--- src/rtl/fpsub_pkg.sv ---
// Shared constants for the fully pipelined subtractor.
// Latency: n/a (constants only).
// Backpressure: n/a.
// Contents: FPSUB_WIDTH (default operand width), LATENCY / fpsub_latency()
// giving the number of enabled cycles from input to result.
package fpsub_pkg;

    localparam int FPSUB_WIDTH = 4;

    // One full-subtractor cell per stage, so latency tracks the width.
    function automatic int fpsub_latency(input int width);
        return width;
    endfunction

    localparam int LATENCY = fpsub_latency(FPSUB_WIDTH);

endpackage

--- src/rtl/dffe.sv ---
// Enable flip-flop bank with asynchronous active-high clear.
// Latency: 1 cycle when en=1.
// Backpressure: en=0 holds q unchanged.
// Ports: clk, rst (async clear), en (load enable), d (next value), q (state).
module dffe #(
    parameter int W = 1
) (
    input  logic         clk,
    input  logic         rst,
    input  logic         en,
    input  logic [W-1:0] d,
    output logic [W-1:0] q
);

    always_ff @(posedge clk or posedge rst) begin
        if (rst) begin
            q <= '0;
        end else if (en) begin
            q <= d;
        end
    end

endmodule

--- src/rtl/fullsubtractor.sv ---
// One-bit full subtractor cell: d = a - b - bi, with borrow out bo.
// Latency: combinational.
// Backpressure: none.
// Ports: bo (borrow out), d (difference bit), a, b (operand bits), bi (borrow in).
module fullsubtractor (
    output logic bo,
    output logic d,
    input  logic a,
    input  logic b,
    input  logic bi
);

    // The a^b term feeds both the sum bit and the borrow propagate path.
    logic x;

    assign x  = a ^ b;
    assign d  = x ^ bi;
    assign bo = (~a & b) | (~x & bi);

endmodule

--- src/rtl/fully_pipelined_subtractor.sv ---
// Bit-serial-in-space subtractor: one register stage per bit, ripple borrow between stages.
// Latency: WIDTH enabled cycles from input presentation to d/bout/out_valid; one op per enabled cycle.
// Backpressure: en=0 freezes every stage register; outputs hold for the whole stall.
// Ports: clk, rst (async, active-high), en, in_valid, a, b, bin -> d, bout, out_valid
// [, ovf when FPSUB_OVERFLOW_EN is defined: signed overflow, registered with d].
module fully_pipelined_subtractor
    import fpsub_pkg::*;
#(
    parameter int WIDTH = FPSUB_WIDTH
) (
    input  logic             clk,
    input  logic             rst,
    input  logic             en,
    input  logic             in_valid,
    input  logic [WIDTH-1:0] a,
    input  logic [WIDTH-1:0] b,
    input  logic             bin,
    output logic [WIDTH-1:0] d,
    output logic             bout,
    output logic             out_valid
`ifdef FPSUB_OVERFLOW_EN
    ,
    output logic             ovf
`endif
);

    if (WIDTH < 2 || WIDTH > 64) begin : g_width_check
        $error("fully_pipelined_subtractor: WIDTH must be within 2..64");
    end

    // Stage i resolves bit i of the partial word. Bits above i still hold the
    // original minuend bits, bits below i hold already-resolved difference bits.
    // Only the b bits not yet consumed travel down the pipe, so the b register
    // narrows by one bit per stage and disappears after the last stage.
    for (genvar i = 0; i < WIDTH; i++) begin : g_stage
        logic [WIDTH-1:0]   p_in;
        logic [WIDTH-1:0]   p_nxt;
        logic [WIDTH-1:0]   p_q;
        logic [WIDTH-i-1:0] b_in;
        logic               br_in;
        logic               br_out;
        logic               br_q;
        logic               vld_in;
        logic               vld_q;
        logic               d_bit;

        if (i == 0) begin : g_first
            assign p_in   = a;
            assign b_in   = b;
            assign br_in  = bin;
            assign vld_in = in_valid;
        end else begin : g_next
            assign p_in   = g_stage[i-1].p_q;
            assign b_in   = g_stage[i-1].g_b.b_q;
            assign br_in  = g_stage[i-1].br_q;
            assign vld_in = g_stage[i-1].vld_q;
        end

        fullsubtractor u_cell (
            .bo (br_out),
            .d  (d_bit),
            .a  (p_in[i]),
            .b  (b_in[0]),
            .bi (br_in)
        );

        always_comb begin
            p_nxt    = p_in;
            p_nxt[i] = d_bit;
        end

        dffe #(.W(WIDTH + 2)) u_stage_reg (
            .clk (clk),
            .rst (rst),
            .en  (en),
            .d   ({vld_in, br_out, p_nxt}),
            .q   ({vld_q,  br_q,   p_q})
        );

        if (i < WIDTH - 1) begin : g_b
            logic [WIDTH-i-2:0] b_q;

            dffe #(.W(WIDTH - i - 1)) u_b_reg (
                .clk (clk),
                .rst (rst),
                .en  (en),
                .d   (b_in[WIDTH-i-1:1]),
                .q   (b_q)
            );
        end
    end

    assign d         = g_stage[WIDTH-1].p_q;
    assign bout      = g_stage[WIDTH-1].br_q;
    assign out_valid = g_stage[WIDTH-1].vld_q;

`ifdef FPSUB_OVERFLOW_EN
    // The minuend sign sits untouched in the partial word's top bit and the
    // subtrahend sign is the last surviving b bit, so both signs arrive at the
    // final stage without dedicated carry registers.
    logic sign_a;
    logic sign_b;
    logic ovf_nxt;

    assign sign_a  = g_stage[WIDTH-1].p_in[WIDTH-1];
    assign sign_b  = g_stage[WIDTH-1].b_in[0];
    assign ovf_nxt = (sign_a != sign_b) && (g_stage[WIDTH-1].d_bit != sign_a);

    dffe #(.W(1)) u_ovf_reg (
        .clk (clk),
        .rst (rst),
        .en  (en),
        .d   (ovf_nxt),
        .q   (ovf)
    );
`endif

endmodule

--- config.mk ---
export PLATFORM = sky130hd
export DESIGN_NAME = fully_pipelined_subtractor
export DESIGN_NICKNAME = d
export VERILOG_FILES = /design/src/rtl/fpsub_pkg.sv /design/src/rtl/dffe.sv /design/src/rtl/fullsubtractor.sv /design/src/rtl/fully_pipelined_subtractor.sv
export SDC_FILE = /design/constraint.sdc
export NUM_CORES = 1
export LEC_CHECK = 0
export ABC_AREA = 1
export CORE_AREA = 2 2 56 58
export DETAILED_ROUTE_END_ITERATION = 10
export DIE_AREA = 0 0 58 60
export GPL_TIMING_DRIVEN = 0
export PLACE_DENSITY = 0.77
export SYNTH_ARGS = -nofsm -noshare
export SYNTH_HDL_FRONTEND = slang
export SYNTH_SLANG_ARGS = --single-unit
--- constraint.sdc ---
create_clock -name clk -period 1.1 [get_ports clk]
set_input_delay 0.22 -clock clk [delete_from_list [all_inputs] [get_ports clk]]
set_output_delay 0.22 -clock clk [all_outputs]
set_load 0.005 [all_outputs]
# Word-level counts from Yosys, hierarchy flattened
# Cells that the tools add are included.
dict set report classes {
  n_bitwise 28
}
# cell n
set ops {}
lappend ops {{1-bit AND} 8}
lappend ops {{1-bit inverter} 8}
lappend ops {{1-bit XOR} 8}
lappend ops {{1-bit OR} 4}
dict set report word_totals {
  register_bits 30
  input_bits 13
}

# Logic depth before layout (Yosys ltp)
dict set report logic_depth {
  depth_word 4
  ltp_mapped 5
  depth_no_buf 5
}

# By module
# From an unflattened synthesis, not the netlist that was laid out.
dict set report hier_totals {
  hier_cells 150
  area_unflattened_um2 1266.2
}
# mod instances cells_per_inst area_per_inst_um2 seq_area_each_um2
set modules_own_cells {}
lappend modules_own_cells {{dffe at g_stage[0].u_stage_reg ...} 4 26 225.2 150.1}
lappend modules_own_cells {fullsubtractor 4 4 31.3 0.0}
lappend modules_own_cells {{dffe at g_stage[0].g_b.u_b_reg} 1 14 116.4 75.1}
lappend modules_own_cells {{dffe at g_stage[1].g_b.u_b_reg} 1 10 80.1 50.0}
lappend modules_own_cells {{dffe at g_stage[2].g_b.u_b_reg} 1 6 43.8 25.0}

# Least setup slack after synthesis
# Ideal clock, no wire load.
dict set report synth_path {
  path_type {reg-to-reg}
  from {register g_stage[1].g_b.u_b_reg.q[0]}
  to {register g_stage[2].u_stage_reg.q[2]}
  t_arrival_ns 0.990
  slack_ns 0.045
  stages_incl_launch_ff 5
  path_buffers 0
  cell_sequence {dfrtp_1 inv_1 fa_1 nand2_1 nand2_1}
}
dict set report synth_between {
  elab_chain_len 2
}
# item line_no
set synth_rtl {}
lappend synth_rtl {{start: declaration} dffe.sv:12} ;# output logic [W-1:0] q
lappend synth_rtl {{start signal: assignment} dffe.sv:17} ;# q <= '0;
lappend synth_rtl {{start signal: assignment} dffe.sv:19} ;# q <= d;
lappend synth_rtl {{1-bit XOR} fullsubtractor.sv:16} ;# assign x = a ^ b;
lappend synth_rtl {{1-bit XOR} fullsubtractor.sv:17} ;# assign d = x ^ bi;
lappend synth_rtl {{net g_stage[2].d_bit} fully_pipelined_subtractor.sv:45} ;# logic d_bit;
lappend synth_rtl {{end signal: assignment} dffe.sv:17}
lappend synth_rtl {{end signal: assignment} dffe.sv:19}
lappend synth_rtl {{end: declaration} dffe.sv:12}
# The timed path passes the listed nets, and every way through them passes these cells.
# A chain may end at the register's enable or synchronous reset.

# Worst setup path in the final report
dict set report layout_path {
  from {register g_stage[0].g_b.u_b_reg.q[0]}
  to {register g_stage[1].u_stage_reg.q[1]}
}
dict set report layout_between {
  elab_chain_len 2
}
# item line_no
set layout_rtl {}
lappend layout_rtl {{start: declaration} dffe.sv:12}
lappend layout_rtl {{start signal: assignment} dffe.sv:17}
lappend layout_rtl {{start signal: assignment} dffe.sv:19}
lappend layout_rtl {{1-bit XOR} fullsubtractor.sv:16}
lappend layout_rtl {{1-bit XOR} fullsubtractor.sv:17}
lappend layout_rtl {{net g_stage[1].d_bit} fully_pipelined_subtractor.sv:45}
lappend layout_rtl {{end signal: assignment} dffe.sv:17}
lappend layout_rtl {{end signal: assignment} dffe.sv:19}
lappend layout_rtl {{end: declaration} dffe.sv:12}
# The timed path passes the listed nets, and every way through them passes these cells.

==> results.txt <==
* Run status: complete, no violations
- The final number of hold-violating endpoints was 0.
- H-tree depth: 2
* Detailed-route via count: 932
- Detailed routing placed a total of 109 um of wire on met3.
- Worst-path maximum fanout: 2
- Crit path arrival time: approximately 1.4 ns
- Buffers inserted during clock tree synthesis total 5.
- Worst setup slack after placement: -0.481 ns
* Top-level port count: 19
- The completed layout was analyzed and its total power is 0.00248 W.
- Area growth, synth to finish: 26.4%
* TritonCTS Sinks: 30
- Antenna viol nets, final: 0
- By count the netlist is led by sky130_fd_sc_hd__nand2_1 (90), sky130_fd_sc_hd__dfrtp_1 (30), sky130_fd_sc_hd__inv_1 (13).
- The congestion estimate from routability-driven global placement came to approximately 0.76.
- For this run, design rule violations remaining after detail routing come to 0.
- sky130_fd_sc_hd__dfrtp_1 takes more of the synthesized area than any other cell.
* Number of iterations in the first detailed-routing pass: 4
- After clock tree synthesis, the clock-pin slew on the worst setup and hold paths is 0.09 ns.
* Met2 wire len: 981 um
- After layout, the worst path uses between 90 and 100% of the clock period.
* Initial antenna violation count: 0
- Post-synthesis async set-or-reset flop share: 100%
- Sequential-to-total area share from yosys stat: about three fifths
- The core region is 2900 um^2.
- Number of design-rule violations left by the first detailed-router iteration: 25
- Minimum hold slack: 0.316 ns
- In the synthesized netlist, the number of instances is roughly 140.
- Clock tree from TritonCTS: done
- In this run the core area contains 20 standard-cell rows.
- Clock Tree Root: sky130_fd_sc_hd__clkbuf_4
- Once the floorplan was initialized, standard cells occupied 43.1% of the core.
- Path type of the worst setup path: reg2reg
- Yosys printed 0 warnings.
- Setup slack on the worst reg-to-reg path comes out at 0.002 ns.
* Synth Net Count: 161
* FF+latch count, synth: 30
- Number of global-route vias before repair: 914
* Leak Pwr: 0.902 nW
- Total global routing overflow: 0
- Max Root-Sink Buffers: 2
- Unrepaired setup endpoints after global routing: yes
- In the routed layout, each cell is associated on average with a via count of 4.38.
* Count of distinct cell types in the synthesized netlist: 6
* Minimum period implied by the final worst setup slack: roughly 1.1 ns
- Total of endpoints with negative setup slack in the final report: 0
- Yosys instantiated no cell more often than sky130_fd_sc_hd__nand2_1.
- Mean post-synth cell area: 8.69 um^2
- Overall routing resource usage: 14.8%
- Commonest register cell after synthesis: sky130_fd_sc_hd__dfrtp_1
* First-pass GRT wire length: around 3700 um
- Max Clock Freq: 0.911 GHz
- Worst Setup End Kind: flop
- Yosys mapped a number of flops with a built-in enable equal to 0.
- Placed wire-length estimate: 1460 um
- In this run the vertical extent of the chip is 60 um.
* Number of antenna repair diodes: 0
- Entering global routing, the biggest net connects 31 pins.
- Required time reported for the critical path endpoint: 1.37 ns
- Die span in x: 58 um
* Slack of the critical path: 0.00246 ns
- Least-Margin Pin Slew: 0.625 ns
- Wires add up to ~2100 um.
- Buffers placed on the I/O ports in this run total 18.
- The top cell type by area accounts for 60.0% of the synthesized area.
- Across the run, the number of max-cap violations was 0.
- Maximum vdd ir drop: 984 uV
- Worst min path class: in2async
- The highest layer touched by signal routing is met4.
- Yosys attributes the largest share of cell area to sky130_fd_sc_hd__dfrtp_1 (60%), sky130_fd_sc_hd__nand2_1 (27%), sky130_fd_sc_hd__fa_1 (6.4%).
- Share of final-layout standard cells stronger than drive strength 1: 19.4%
- Number of pins exceeding their max-slew limit in the final report: 0
- Clk Latency, worst-skew pair: 0.33 ns
* Die Outline Area: 3480 um^2
- Critical Path Source Type: flop
- Headroom to the max-slew limit: around 58%
- Wirelength per Cell: 9.83 um
- Clock skew: around 0.0056 ns
* Syn Std Cell Area: 1250 um^2
* Nets: 196
- In this run the power density over the cells is 1570 nW/um^2.
- After detailed routing, the wire length on met1 is 931 um.
## what timing repair did
item | in CTS | in global routing
pin swaps | 5 | 0
hold buffers | 0 | 0
endpoints found under the hold margin | 0 | 0
resized for setup | 27 | 1
endpoints found under the setup margin | 39 | 10
buffers inserted | 5 | 5
## flip-flops by register name (all words and copies together) (netlist names)
signal	count
g_stage.u_stage_reg.q	24
g_stage.g_b.u_b_reg.q	6
## cell families (layout without fill, tap and decap cells)
kind of cell	Yosys count	after routing	synth area share, %
fa+ha+maj	4	4	6.40
buf+inv	20	56	6.60
simple gates	90	90	27.0
flops	30	30	60.0
## per-layer routing
metal / up-vias / track usage (%)
met5: - / 0
met1: 418 / 15.7
met2: 20 / 24.8
li1: 485 / -
met3: 9 / 4.33
met4: 0 / 11.3
## report_power, final
group	leakage (nW)	total (W)	switching, W	internal (W)
logic	0.493	0.000461	0.000221	0.000240
registers	0.373	0.00136	0.0000882	0.00127
clock network	0.0353	0.000666	0.000357	0.000309
total	0.902	0.00248	0.000667	0.00182
## worst max-delay path, cell delays in order, from the launching register on
cell	delay [ns]
sky130_fd_sc_hd__dfrtp_1	0.37
sky130_fd_sc_hd__inv_2	0.04
sky130_fd_sc_hd__fa_1	0.52
sky130_fd_sc_hd__nand2_1	0.05
sky130_fd_sc_hd__nand2_1	0.06
## path summary, 6_finish.rpt
kind	from	to	depth (start not counted)
max in group asynchronous	rst	g_stage[1].g_b.u_b_reg.q[0]$_DFFE_PP0P_	2
min in group clk	b[3]	g_stage[0].g_b.u_b_reg.q[2]$_DFFE_PP0P_	3
max reg2reg	g_stage[0].g_b.u_b_reg.q[0]$_DFFE_PP0P_	g_stage[1].u_stage_reg.q[1]$_DFFE_PP0P_	4
min reg2reg	g_stage[3].u_stage_reg.q[4]$_DFFE_PP0P_	g_stage[3].u_stage_reg.q[4]$_DFFE_PP0P_	2
max	g_stage[0].g_b.u_b_reg.q[0]$_DFFE_PP0P_	g_stage[1].u_stage_reg.q[1]$_DFFE_PP0P_	4
min	rst	g_stage[0].u_stage_reg.q[5]$_DFFE_PP0P_	2
## final cells by class
class                   instances  area (um^2)
plain buffers                   6         30.0
clock buffers                   7         55.1
clock inverters                 1         5.00
fillers                       283         1320
inverters                      14         56.3
multi-input cells              94          418
flip-flops and latches         30          751
well taps                      33         41.3
repair buffers                 28          225
## cell usage in the layout, fill, tap and decap left out, drive strengths merged
cell / n
nand2: 90
dfrtp: 30
buf: 21
inv: 13
clkdlybuf4s50: 12
clkbuf: 8
fa: 4
clkinvlp: 1
clkinv: 1
## through the flow
stage | area (um^2) | setup TNS (ns) | util, % | cells
floorplan | 1250 | 0 | - | 144
global placement | 1470 | -16.33 | 50.7 | 195
detailed placement | 1470 | -17.95 | 50.7 | 195
CTS | 1550 | -0.0483 | 53.4 | 208
global route | 1580 | -0.127 | 54.5 | 213
finish | 1580 | 0 | 54.5 | 213
No activity file was read; power rests on OpenSTA's default activity.
